**config.mk**
```make
export PLATFORM = sky130hd
export DESIGN_NAME = digits_conv
export DESIGN_NICKNAME = d
export VERILOG_FILES = /design/src/rtl/digits_conv.sv
export SDC_FILE = /design/constraint.sdc
export NUM_CORES = 1
export LEC_CHECK = 0
export BUFFER_PORTS_ARGS = -buffer_cell sky130_fd_sc_hd__buf_2
export CAP_MARGIN = 15
export CORE_ASPECT_RATIO = 1.1
export CORE_MARGIN = 2
export CORE_UTILIZATION = 54
export DETAILED_ROUTE_END_ITERATION = 8
export HOLD_SLACK_MARGIN = 0.08
export PLACE_DENSITY = 0.84
export RECOVER_POWER = 50
export SLEW_MARGIN = 20
export SYNTH_ARGS = -nofsm -noshare
export SYNTH_HDL_FRONTEND = slang
export SYNTH_SLANG_ARGS = --single-unit
```
**constraint.sdc**
```tcl
create_clock -name clk_10Hz -period 1.8 [get_ports clk_10Hz]
set_input_delay 0.18 -clock clk_10Hz [delete_from_list [all_inputs] [get_ports clk_10Hz]]
set_output_delay 0.18 -clock clk_10Hz [all_outputs]
set_load 0.02 [all_outputs]
```
**src/rtl/digits_conv.sv**
```systemverilog
// ---------------------------------------------------------------------------
// digits_conv
//
// Purpose
//   This block produces NDIG 4-bit digit codes for the seven-segment scanner.
//   It takes them from the 32-bit CPU-visible display register in one of two
//   ways:
//     * BCD pass-through (mode=0). The low 4*NDIG bits are registered
//       unchanged, with 1-cycle latency. Nibbles A-F pass through untouched.
//     * Binary-to-BCD (mode=1). digit_reg[DATA_W-1:0] is converted by a
//       sequential shift-add-3 (double-dabble) engine. The engine handles one
//       input bit per clock.
//   If the binary value does not fit in NDIG digits, the output saturates to
//   all 9s and overflow is raised.
//
// Optional feature (compile-time macro LZ_BLANK_EN)
//   Defined:   leading zeros above digit 0 are blanked. Blanked positions are
//              driven with BLANK_CODE and flagged in blank_mask. Overflow
//              saturation 9s are never blanked.
//   Undefined: blank_mask is constant 0 and digits carry the raw values.
//
// Parameters
//   NDIG       number of output digits (1..8)
//   DATA_W     binary-mode input width (1..32)
//   BLANK_CODE code driven on blanked positions (LZ_BLANK_EN only)
//
// Ports
//   clk_10Hz    in   display-domain clock
//   reset       in   asynchronous, active-low reset
//   digit_reg   in   [31:0] source value (packed BCD or binary)
//   mode        in   0 = BCD pass-through, 1 = binary conversion
//   hold        in   1 = freeze outputs / suppress new capture (sampled in IDLE)
//   digits      out  [4*NDIG-1:0] digit codes; digit i = digits[4i+3:4i], i=0 ones
//   blank_mask  out  [NDIG-1:0] 1 = digit position blanked
//   overflow    out  binary value exceeded 10^NDIG-1
//   busy        out  conversion in progress (SHIFT or COMMIT)
//   valid       out  1-cycle pulse on every output update
//   dbg_state   out  [1:0] current FSM state (0 IDLE, 1 SHIFT, 2 COMMIT)
//
// Output qualifier: there is no ready/backpressure. valid is high for exactly
// the one cycle following each edge on which digits/blank_mask/overflow were
// written. The consumer may sample those outputs whenever valid is high, or at
// any later time; they remain stable until the next valid pulse.
// ---------------------------------------------------------------------------
module digits_conv #(
    parameter int          NDIG       = 4,
    parameter int          DATA_W     = 16,
    parameter logic [3:0]  BLANK_CODE = 4'hF
) (
    input  logic                clk_10Hz,
    input  logic                reset,
    input  logic [31:0]         digit_reg,
    input  logic                mode,
    input  logic                hold,
    output logic [4*NDIG-1:0]   digits,
    output logic [NDIG-1:0]     blank_mask,
    output logic                overflow,
    output logic                busy,
    output logic                valid,
    output logic [1:0]          dbg_state
);

    localparam int AW = 4 * NDIG;
    localparam int CW = $clog2(DATA_W + 1);

    typedef enum logic [1:0] {
        IDLE   = 2'd0,
        SHIFT  = 2'd1,
        COMMIT = 2'd2
    } state_t;

    // -----------------------------------------------------------------------
    // Helpers
    // -----------------------------------------------------------------------
    // Double-dabble correction: any BCD nibble >= 5 would become >= 10 after
    // the shift, so pre-add 3 to make the carry land in the next nibble.
    function automatic logic [AW-1:0] add3_nibbles(input logic [AW-1:0] a);
        logic [AW-1:0] r;
        r = a;
        for (int i = 0; i < NDIG; i++) begin
            if (a[4*i +: 4] >= 4'd5) begin
                r[4*i +: 4] = a[4*i +: 4] + 4'd3;
            end
        end
        return r;
    endfunction

`ifdef LZ_BLANK_EN
    // Position i (i>=1) is blanked when it and every higher digit are zero.
    // The ones digit always stays visible, so a zero value still shows "0".
    function automatic logic [NDIG-1:0] lz_mask(input logic [AW-1:0] d);
        logic [NDIG-1:0] m;
        logic            zero_above;
        m          = '0;
        zero_above = 1'b1;
        for (int i = NDIG - 1; i >= 1; i--) begin
            zero_above = zero_above & (d[4*i +: 4] == 4'h0);
            m[i]       = zero_above;
        end
        return m;
    endfunction

    function automatic logic [AW-1:0] apply_blank(input logic [AW-1:0] d,
                                                  input logic [NDIG-1:0] m);
        logic [AW-1:0] r;
        r = d;
        for (int i = 0; i < NDIG; i++) begin
            if (m[i]) begin
                r[4*i +: 4] = BLANK_CODE;
            end
        end
        return r;
    endfunction
`endif

    // -----------------------------------------------------------------------
    // State and datapath registers
    // -----------------------------------------------------------------------
    state_t                 r_state;
    logic [DATA_W-1:0]      r_bin;
    logic [AW-1:0]          r_acc;
    logic                   r_sticky;
    logic [CW-1:0]          r_cnt;
    logic [AW-1:0]          r_digits;
    logic [NDIG-1:0]        r_blank;
    logic                   r_overflow;
    logic                   r_valid;

    // Next-state / update signals
    state_t                 w_state_nxt;
    logic [DATA_W-1:0]      w_bin_nxt;
    logic [AW-1:0]          w_acc_nxt;
    logic                   w_sticky_nxt;
    logic [CW-1:0]          w_cnt_nxt;
    logic                   w_upd;
    logic [AW-1:0]          w_upd_val;
    logic                   w_upd_ovf;
    logic                   w_upd_sat;
    logic [AW-1:0]          w_adj;
    logic [AW-1:0]          w_disp;
    logic [NDIG-1:0]        w_mask;
    logic                   w_unused;

    // Which digit_reg bits matter depends on mode and parameters.
    assign w_unused = ^digit_reg;

    assign w_adj = add3_nibbles(r_acc);

    // -----------------------------------------------------------------------
    // Next-state and update logic
    // -----------------------------------------------------------------------
    always_comb begin
        w_state_nxt  = r_state;
        w_bin_nxt    = r_bin;
        w_acc_nxt    = r_acc;
        w_sticky_nxt = r_sticky;
        w_cnt_nxt    = r_cnt;
        w_upd        = 1'b0;
        w_upd_val    = '0;
        w_upd_ovf    = 1'b0;
        w_upd_sat    = 1'b0;

        case (r_state)
            IDLE: begin
                if (!hold) begin
                    if (!mode) begin
                        w_upd     = 1'b1;
                        w_upd_val = digit_reg[AW-1:0];
                    end else begin
                        w_bin_nxt    = digit_reg[DATA_W-1:0];
                        w_acc_nxt    = '0;
                        w_sticky_nxt = 1'b0;
                        w_cnt_nxt    = '0;
                        w_state_nxt  = SHIFT;
                    end
                end
            end

            SHIFT: begin
                // {acc, bin} <<= 1 after correction. The bit falling off the
                // top nibble would be a digit beyond NDIG, so it latches
                // overflow.
                w_acc_nxt    = {w_adj[AW-2:0], r_bin[DATA_W-1]};
                w_bin_nxt    = r_bin << 1;
                w_sticky_nxt = r_sticky | w_adj[AW-1];
                w_cnt_nxt    = r_cnt + CW'(1);
                if (r_cnt == CW'(DATA_W - 1)) begin
                    w_state_nxt = COMMIT;
                end
            end

            COMMIT: begin
                w_upd       = 1'b1;
                w_state_nxt = IDLE;
                if (r_sticky) begin
                    w_upd_val = {NDIG{4'h9}};
                    w_upd_ovf = 1'b1;
                    w_upd_sat = 1'b1;
                end else begin
                    w_upd_val = r_acc;
                end
            end

            default: begin
                w_state_nxt = IDLE;
            end
        endcase
    end

    // Blanking is computed on the value being written, so the mask and the
    // blanked codes land on the same edge as the digits.
`ifdef LZ_BLANK_EN
    assign w_mask = w_upd_sat ? '0 : lz_mask(w_upd_val);
    assign w_disp = apply_blank(w_upd_val, w_mask);
`else
    assign w_mask = '0;
    assign w_disp = w_upd_val;
`endif

    // -----------------------------------------------------------------------
    // State register
    // -----------------------------------------------------------------------
    always_ff @(posedge clk_10Hz or negedge reset) begin
        if (!reset) begin
            r_state <= IDLE;
        end else begin
            r_state <= w_state_nxt;
        end
    end

    // -----------------------------------------------------------------------
    // Datapath and output registers
    // -----------------------------------------------------------------------
    always_ff @(posedge clk_10Hz or negedge reset) begin
        if (!reset) begin
            r_bin      <= '0;
            r_acc      <= '0;
            r_sticky   <= 1'b0;
            r_cnt      <= '0;
            r_digits   <= '0;
            r_blank    <= '0;
            r_overflow <= 1'b0;
            r_valid    <= 1'b0;
        end else begin
            r_bin    <= w_bin_nxt;
            r_acc    <= w_acc_nxt;
            r_sticky <= w_sticky_nxt;
            r_cnt    <= w_cnt_nxt;
            r_valid  <= w_upd;
            if (w_upd) begin
                r_digits   <= w_disp;
                r_blank    <= w_mask;
                r_overflow <= w_upd_ovf;
            end
        end
    end

    assign digits     = r_digits;
    assign blank_mask = r_blank;
    assign overflow   = r_overflow;
    assign valid      = r_valid;
    // SHIFT and COMMIT together span exactly the capture-to-commit window.
    assign busy       = (r_state != IDLE);
    assign dbg_state  = r_state;

endmodule

```
==> results of run 1 <==
cells in the final DEF (no fill, tap or decap), types with 6 or more instances in the layout:
master     n
buf_4      6
buf_2     30
a222oi_1  12
o22ai_1    7
nand2_1   28
clkbuf_8  10
a221o_1    9
a31oi_1   11
dfrtp_1   58
inv_1     25
nor2_1    22
ha_1      10
o21ai_0    7
nand2b_1   6
a21oi_1   10
clkbuf_1  11
timing repair:
item,CTS,global route
setup buffers,0,0
setup endpoints to repair,0,16
resized for setup,0,1
hold buffers,3,0
endpoints found under the hold margin,22,0
through the flow:
stage                     utilization (%)  worst slack [ps]
after detailed placement            61.40             108.6
after global routing                67.10             3.661
after CTS                           67.37             93.52
final                               67.10             108.1
after global placement              61.40             163.2
after floorplan                         -             29.26
power by group through the flow:
stage | clock network, mW | registers [mW] | logic (mW)
6_report | 1.60 | 2.38 | 2.84
5_1_grt | 1.67 | 2.46 | 3.17
4_1_cts | 1.62 | 2.37 | 2.86
3_5_place_dp | 0 | 2.38 | 2.81
3_3_place_gp | 0 | 2.35 | 2.70
2_1_floorplan | 0 | 2.52 | 1.81
metal layers:
metal / track usage, % / vias up / part of all wire, %
li1: - / 1062 / -
met5: 0 / - / 0
met4: 12.45 / 0 / 1.7
met3: 6.599 / 14 / 6.5
met2: 40.92 / 89 / 49
met1: 32.80 / 1125 / 43
flip-flops by register name, summed over array words and instances, names as in the netlist:
| register | cells |
|---|---|
| dbg_state | 2 |
| overflow | 1 |
| valid | 1 |
| r_sticky | 1 |
| r_cnt | 5 |
| r_acc | 16 |
| digits | 16 |
| r_bin | 16 |
worst max-delay path, delay by kind of cell, from the launching register on:
| family | cells | cell delay (ps) |
|---|---|---|
| flip-flops | 1 | 540 |
| AO/OA/AOI/OAI | 2 | 940 |
| buffers and inverters | 1 | 90 |
how the worst min path moves through the flow:
| stage | startpoint | to |
|---|---|---|
| floorplan | reset | dbg_state[0] |
| global placement | reset | r_cnt[0] |
| detailed placement | reset | r_cnt[0] |
| CTS | digit_reg[2] | digits[2] |
| global route | digit_reg[0] | r_bin[0] |
| finish | digit_reg[0] | r_bin[0] |
cell type report:
| cell class | instances | area (sq um) |
|---|---|---|
| Timing Repair Buffer | 52 | 314.1 |
| Clock buffer | 11 | 141.4 |
| Inverter | 25 | 93.84 |
| Tap cell | 58 | 72.57 |
| Multi-Input combinational cell | 169 | 1134 |
| Sequential cell | 58 | 1451 |
| Fill cell | 367 | 1634 |
| Clock inverter | 5 | 125.1 |
logic make-up after synthesis:
kind of cell / after synthesis / synth area share [%]
buffers and inverters: 45 / 7.362
other: 1 / 0.1354
adder cells (fa/ha/maj): 10 / 4.517
XOR/XNOR: 7 / 2.213
AO/OA/AOI/OAI: 78 / 21.59
flip-flops: 58 / 52.39
multiplexers: 1 / 0.3614
AND/OR/NAND/NOR: 69 / 11.43
==> run summary, run 1 <==
Setup crit start kind: flop
Final instance area: 3332 sq um
Initial Utilization: 55.78%
Clock power frac: 23.5%
First-pass GRT wire length: 11.14 mm
Via count: 2,290
RSZ-0062 raised after global routing: false
Synthesized cell area: 2770 sq um
CP max-delay cell: dfrtp_1
P_int: 4.193 mW
Pwr/cell area: 2049 nW/um^2
Rows: 27
Vias in the first global route: 2,302
Clock sinks: 58
Lkg Pwr: 1.588 nW
DRT Pass-1 Iters: 6
Placer congestion estimate: 0.8118
Clock Path Buffers: 2
CP max FO: 12
Pins Over Slew Limit: 0
Initial antenna violation count: 0
Gr ovfl total: 0
CP max stage delay: 540 ps
Max-Slew Margin vs Limit: 21.71%
Placed Cells: 359
Synth top area cells: dfrtp_1 (52%), ha_1 (4.5%), a222oi_1 (4.3%), nand2_1 (3.8%), inv_1 (3.4%)
Min-delay worst type: in2reg
DRT Wirelength: 6.566 mm
Hold path depth: 2
Die Area: 5720 sq um
Clock root cell: clkbuf_8
Mapped Cells: 269
Post-synth top area cell: dfrtp_1
Layout area overhead: 20.28%
Mapped Avg Cell Area: 10.30 sq um
Comb pwr share: 41.6%
Fin. Hold Viols: 0
Number of synthesized flops with an enable pin: 0
Setup TNS: 0 ps
Reg2reg end: r_bin[12]
Layout Nets: 361
Placed cell areas: 3049 sq um
Sequential fraction of the synthesis area: 52.39%
Synth Register Bits: 58
Top cells by count, synth: dfrtp_1 (58), nand2_1 (28), inv_1 (25), nor2_1 (22), a222oi_1 (12)
CP required: 2010 ps
I/O pin count: 61
Hold_ws: 88.52 ps
Final Critical Period: 1692 ps
Reg-to-reg setup timing slack: 110 ps
Kind of critical path: reg2reg
Worst-path clk slew: 70 ps
Post-DRT Antenna Nets: 0
MaxCap Viol Count: 0
Gr usage total: 25.83%
Core box area: 4966 sq um
TritonCTS clock tree: built
VDD IR-drop max: 0.8066 mV
N_diodes: 0
Critical path capture point: r_bin[12]
DR iter-0 viols: 317
Share of layout cells above drive strength 1: 18.13%
Worst path cell trace: o21bai_1, a222oi_1, inv_1
Die Span Y: 79.12 um
IO Port Bufs: 40
Synth unique cells: 40
Layout Cells excl Fill: 378
Tightest Pin Transition: 1174 ps
Final setup violation count: 0
Sequential power share: 34.9%
Final worst path period share: 93.99%
FF-to-FF path depth: 3
Outcome: complete, no violations
Crit path from: dbg_state[1]
FFs w/ async S/R, synth: 100.0%
Vias per Instance: 6.058
Reg2Reg Launch Point: dbg_state[1]
Sw Ratio: 38.58%
H-tree levels: 3
Max Clk Rate: 591.1 MHz
Die Width: 72.29 um
Residual DRC: 0
Skew final: 7.224 ps
Setup crit end kind: flop
Share of the synthesized area in the top cell type: 52.39%
Ys flop type: dfrtp_1
Total chip power: 6.827 mW
Total CTS buffers: 9
Synthesis Warnings: 0
Clk Latency, worst-skew pair: 340 ps
Switching power: 2.634 mW
Largest net degree at the start of global routing: 39
WL per Instance: 17.37 um
Most common cell in the netlist: dfrtp_1
Final HPWL from detailed placement: 4.376 mm
Critical path arrival: 1900 ps
Note: power is estimated with default switching activity, not from simulation.
==> run 2, diff against run 1 <==
Settings changed: CORE_UTILIZATION 54 to 49, MAX_ROUTING_LAYER set to met4, PLACE_DENSITY 0.84 to 0.81.
Clock period 1.8 ns to 1.5 ns, I/O delays scaled along.
==> run summary, run 2 (synthesized netlist as in run 1, its figures left out) <==
Outcome: complete, no violations (unchanged)
Comb pwr share: 44.9% (was 41.6%)
Layout area overhead: 31.35% (was 20.28%)
Total CTS buffers: 9 (unchanged)
DR iter-0 viols: 258 (was 317)
Die Width: 75.69 um (was 72.29 um)
I/O pin count: 61 (unchanged)
Die Area: 6272 sq um (was 5720 sq um)
Layout Nets: 388 (was 361)
Worst hold path startpoint: digit_reg[6] (was digit_reg[0])
Largest net degree at the start of global routing: 59 (was 39)
Setup crit end kind: output port (was flop)
MaxCap Viol Count: 0 (unchanged)
Most common cell after layout, fill and taps aside: dfrtp_1 (unchanged)
TritonCTS clock tree: built (unchanged)
Clock sinks: 58 (unchanged)
N_diodes: 0 (unchanged)
Pwr/cell area: 2353 nW/um^2 (was 2049 nW/um^2)
RSZ-0062 raised after global routing: true (was false)
Critical path arrival: 1350 ps (was 1900 ps)
Clock power frac: 21.3% (was 23.5%)
Min-delay worst type: in2reg (unchanged)
Final Critical Period: 1498 ps
Skew final: 8.754 ps (was 7.224 ps)
Via count: 2,448 (was 2,290)
Kind of critical path: reg2out (was reg2reg)
First-pass GRT wire length: 11.07 mm (was 11.14 mm)
Initial Utilization: 51.01% (was 55.78%)
Vias in the first global route: 2,297 (was 2,302)
Core box area: 5430 sq um (was 4966 sq um)
Die Span Y: 82.86 um (was 79.12 um)
Lkg Pwr: 1.729 nW (was 1.588 nW)
DRT Pass-1 Iters: 5 (was 6)
Clock root cell: clkbuf_8 (unchanged)
Initial antenna violation count: 0 (unchanged)
Share of layout cells above drive strength 1: 27.38% (was 18.13%)
Tightest Pin Transition: 775.0 ps (was 1174 ps)
Final worst path period share: 99.85%
Worst-path clk slew: 70 ps (about the same)
VDD IR-drop max: 1.031 mV (was 0.8066 mV)
CP max stage delay: 430 ps (was 540 ps)
Final Worst Setup Slack: 2.217 ps (was 108.1 ps)
Crit path from: dbg_state[0] (was dbg_state[1])
Reg2Reg Launch Point: dbg_state[1] (unchanged)
CP max-delay cell: dfrtp_2 (was dfrtp_1)
Clock Path Buffers: 2 (unchanged)
Setup TNS: 0 ps (unchanged)
Dpl ws: -29.41 ps (was 108.6 ps)
Sequential power share: 33.8% (was 34.9%)
Sw Ratio: 39.13% (was 38.58%)
Setup crit start kind: flop (unchanged)
IO Port Bufs: 40 (unchanged)
Residual DRC: 0 (unchanged)
Switching power: 3.350 mW (was 2.634 mW)
Vias per Instance: 5.801 (was 6.058)
Worst path cell trace: buf_6, or2_2, buf_6 (was o21bai_1, a222oi_1, inv_1)
CP max FO: 8 (was 12)
WL per Instance: 16.62 um (was 17.37 um)
Pins Over Slew Limit: 0 (unchanged)
Max-Slew Margin vs Limit: 48.33% (was 21.71%)
Gr usage total: 24.13% (was 25.83%)
Crit path max-delay family: flip-flops (was compound AO/OA/AOI/OAI gates)
Worst path buffer plus inverter count: 2 (was 1)
Placer congestion estimate: 0.8298 (was 0.8118)
Max Clk Rate: 667.7 MHz
DRT Wirelength: 7.015 mm (was 6.566 mm)
Final setup violation count: 0 (unchanged)
P_int: 5.210 mW (was 4.193 mW)
Cell mode on critical path: buf_6
Rows: 28 (was 27)
Most frequent cells in the layout: dfrtp_1 (56), buf_2 (36), nand2_1 (28) (was dfrtp_1 (58), buf_2 (30), nand2_1 (28))
Clk Latency, worst-skew pair: 340 ps (about the same)
Post-DRT Antenna Nets: 0 (unchanged)
H-tree levels: 3 (unchanged)
Gr ovfl total: 0 (unchanged)
Final HPWL from detailed placement: 4.517 mm (was 4.376 mm)
CP required: 1350 ps (was 2010 ps)
Fin. Hold Viols: 0 (unchanged)
run 2: final timing paths:
check	end	slack, ps	depth (start not counted)
max in group asynchronous	dbg_state[1]	430	3
hold reg to reg	r_cnt[3]	480	1
setup reg to reg	r_sticky	10	4
hold / removal	r_bin[6]	90	3
setup / recovery	busy	2	3
min in group asynchronous	r_cnt[2]	530	3
run 2: area by class of cell:
class,count,area (sq um)
Inverter,25,97.59
Clock inverter,4,97.59
Tap cell,75,93.84
Clock buffer,12,155.1
Multi-Input combinational cell,169,1181
Sequential cell,58,1454
Fill cell,385,1792
Timing Repair Buffer,79,559.3
run 2: timing repair:
action | CTS | global route
endpoints found under the setup margin | 13 | 23
hold buffers | 14 | 0
pin swaps | 0 | 7
endpoints found under the hold margin | 78 | 0
gates resized for setup | 7 | 12
setup buffers | 2 | 0
run 2: per-stage QoR:
| stage | instance area, sq um | util [%] | hold WS [ps] | power (mW) | cells |
|---|---|---|---|---|---|
| 2_1_floorplan | 2793 | - | -145.6 | 5.222 | 272 |
| 3_3_place_gp | 3178 | 58.53 | 172.6 | 6.232 | 390 |
| 3_5_place_dp | 3178 | 58.53 | 174.6 | 6.417 | 390 |
| 4_1_cts | 3610 | 66.47 | 82.54 | 8.354 | 422 |
| 5_1_grt | 3638 | 67.00 | 94.79 | 9.094 | 422 |
| 6_report | 3638 | 67.00 | 91.28 | 8.560 | 422 |
run 2: worst min-delay path: cells and delay by family:
kind	cells	cell delay, ps
AO/OA/AOI/OAI	1	70
buffers and inverters	1	120
AND/OR/NAND/NOR	1	50
run 2: power groups by stage:
stage	Clock (mW)	Sequential (mW)	Combinational (mW)
finish	1.82	2.89	3.84
global route	1.90	2.97	4.23
CTS	1.83	2.84	3.68
detailed placement	0	2.85	3.57
global placement	0	2.80	3.43
floorplan	0	3.03	2.19
run 2: routing by layer:
| layer | track usage, % | wire [um] | up-vias |
|---|---|---|---|
| li1 | - | - | 1117 |
| met1 | 31.69 | 3009 | 1197 |
| met2 | 35.02 | 3373 | 111 |
| met3 | 4.976 | 411 | 23 |
| met4 | 12.12 | 219 | 0 |
| met5 | - | 0 | - |
==> run 3, diff against run 2 <==
Settings changed: RECOVER_POWER 50 to unset.
==> run summary, run 3 (synthesized netlist as in run 1, its figures left out) <==
Core box area: 5430 sq um (unchanged)
Layout Cells excl Fill: 422 (unchanged)
Final HPWL from detailed placement: 4.517 mm (unchanged)
WL per Instance: 16.55 um (was 16.62 um)
Fin. Hold Viols: 0 (unchanged)
Outcome: complete, no violations (unchanged)
Total CTS buffers: 9 (unchanged)
Most common cell after layout, fill and taps aside: dfrtp_1 (unchanged)
Die Span Y: 82.86 um (unchanged)
IO Port Bufs: 40 (unchanged)
Initial Utilization: 51.01% (unchanged)
Dpl ws: -29.41 ps (unchanged)
Residual DRC: 0 (unchanged)
Final Critical Period: 1498 ps (about the same)
Max Clk Rate: 667.3 MHz (was 667.7 MHz)
I/O pin count: 61 (unchanged)
Via count: 2,441 (was 2,448)
Final setup violation count: 0 (unchanged)
Clock sinks: 58 (unchanged)
N_diodes: 0 (unchanged)
Placer congestion estimate: 0.8298 (unchanged)
Crit path from: dbg_state[1] (was dbg_state[0])
Worst-path clk slew: 70 ps (about the same)
Placed Cells: 390 (unchanged)
Setup crit start kind: flop (unchanged)
Final Worst Setup Slack: 1.528 ps (was 2.217 ps)
Fin util: 67.30% (was 67.00%)
Gr ovfl total: 0 (unchanged)
TritonCTS clock tree: built (unchanged)
Post-DRT Antenna Nets: 0 (unchanged)
Min-delay worst type: in2reg (unchanged)
VDD IR-drop max: 1.029 mV (was 1.031 mV)
Critical path arrival: 1760 ps (was 1350 ps)
Initial antenna violation count: 0 (unchanged)
Setup crit end kind: flop (was output port)
Die Area: 6272 sq um (unchanged)
Pwr/cell area: 2345 nW/um^2 (was 2353 nW/um^2)
Total chip power: 8.569 mW (was 8.560 mW)
Clock root cell: clkbuf_8 (unchanged)
Final worst path period share: 99.90% (was 99.85%)
Most frequent cells in the layout: dfrtp_1 (56), buf_2 (39), nand2_1 (28) (was dfrtp_1 (56), buf_2 (36), nand2_1 (28))
Die Width: 75.69 um (unchanged)
First-pass GRT wire length: 11.07 mm (unchanged)
Clock Path Buffers: 2 (unchanged)
Lkg Pwr: 1.745 nW (was 1.729 nW)
Worst hold path startpoint: digit_reg[6] (unchanged)
H-tree levels: 3 (unchanged)
Clk Latency, worst-skew pair: 340 ps (about the same)
Vias per Instance: 5.784 (was 5.801)
DRT Wirelength: 6.986 mm (was 7.015 mm)
Placed cell areas: 3178 sq um (unchanged)
Layout Nets: 388 (unchanged)
Layout area overhead: 31.93% (was 31.35%)
Hold_ws: 89.88 ps (was 91.28 ps)
MaxCap Viol Count: 0 (unchanged)
Gr usage total: 24.13% (unchanged)
RSZ-0062 raised after global routing: true (unchanged)
CP max FO: 8 (unchanged)
Rows: 28 (unchanged)
Skew final: 8.039 ps (was 8.754 ps)
Largest net degree at the start of global routing: 59 (unchanged)
Pins Over Slew Limit: 0 (unchanged)
Reg2Reg Launch Point: dbg_state[1] (unchanged)
DR iter-0 viols: 305 (was 258)
Share of layout cells above drive strength 1: 28.24% (was 27.38%)
Setup TNS: 0 ps (unchanged)
Kind of critical path: reg2reg (was reg2out)
Vias in the first global route: 2,297 (unchanged)
DRT Pass-1 Iters: 7 (was 5)
CP required: 1770 ps (was 1350 ps)
Final instance area: 3655 sq um (was 3638 sq um)
run 3: cell count changes in the layout (fill, tap and decap cells not counted), sizes merged:
cell	previous run	this run
clkbuf	16	12
buf	61	65
run 3: cell type report:
| cell class | count | area, sq um |
|---|---|---|
| Sequential cell | 58 | 1454 |
| Inverter | 25 | 97.59 |
| Clock inverter | 4 | 97.59 |
| Tap cell | 75 | 93.84 |
| Multi-Input combinational cell | 169 | 1181 |
| Clock buffer | 12 | 155.1 |
| Timing Repair Buffer | 79 | 575.6 |
| Fill cell | 380 | 1775 |
run 3: timing repair:
item	CTS	global route
gates resized for setup	7	12
setup buffers	2	0
hold buffers	14	0
cloned	0	0
setup endpoints to repair	13	23
endpoints found under the hold margin	78	0
pin swaps	0	7
run 3: power by group:
part           total, mW  internal [mW]  switching [mW]
Sequential          2.89           2.31           0.584
Clock               1.82           1.20           0.627
Combinational       3.86           1.72            2.14
Total               8.57           5.22            3.35
run 3: worst max-delay path, cell delays in order (launching register included):
cell	delay, ps
dfrtp_2	450
buf_4	150
o21bai_2	280
or3_1	410
a21oi_1	140
run 3: path summary, 6_finish.rpt:
kind / end / slack [ps] / cells past startpoint
worst min-delay path: r_bin[6] / 90 / 3
worst max-delay path: r_sticky / 2 / 4
worst min register to register: r_cnt[3] / 490 / 1
max in group asynchronous: dbg_state[1] / 900 / 3
worst max register to register: r_sticky / 2 / 4
min in group asynchronous: r_cnt[0] / 350 / 3
run 3: metal layers:
layer,up-vias,track usage [%],routed length [um]
met1,1197,31.69,2981
met2,106,35.02,3382
met3,23,4.976,403
met5,-,-,0
li1,1115,-,-
met4,0,12.12,220
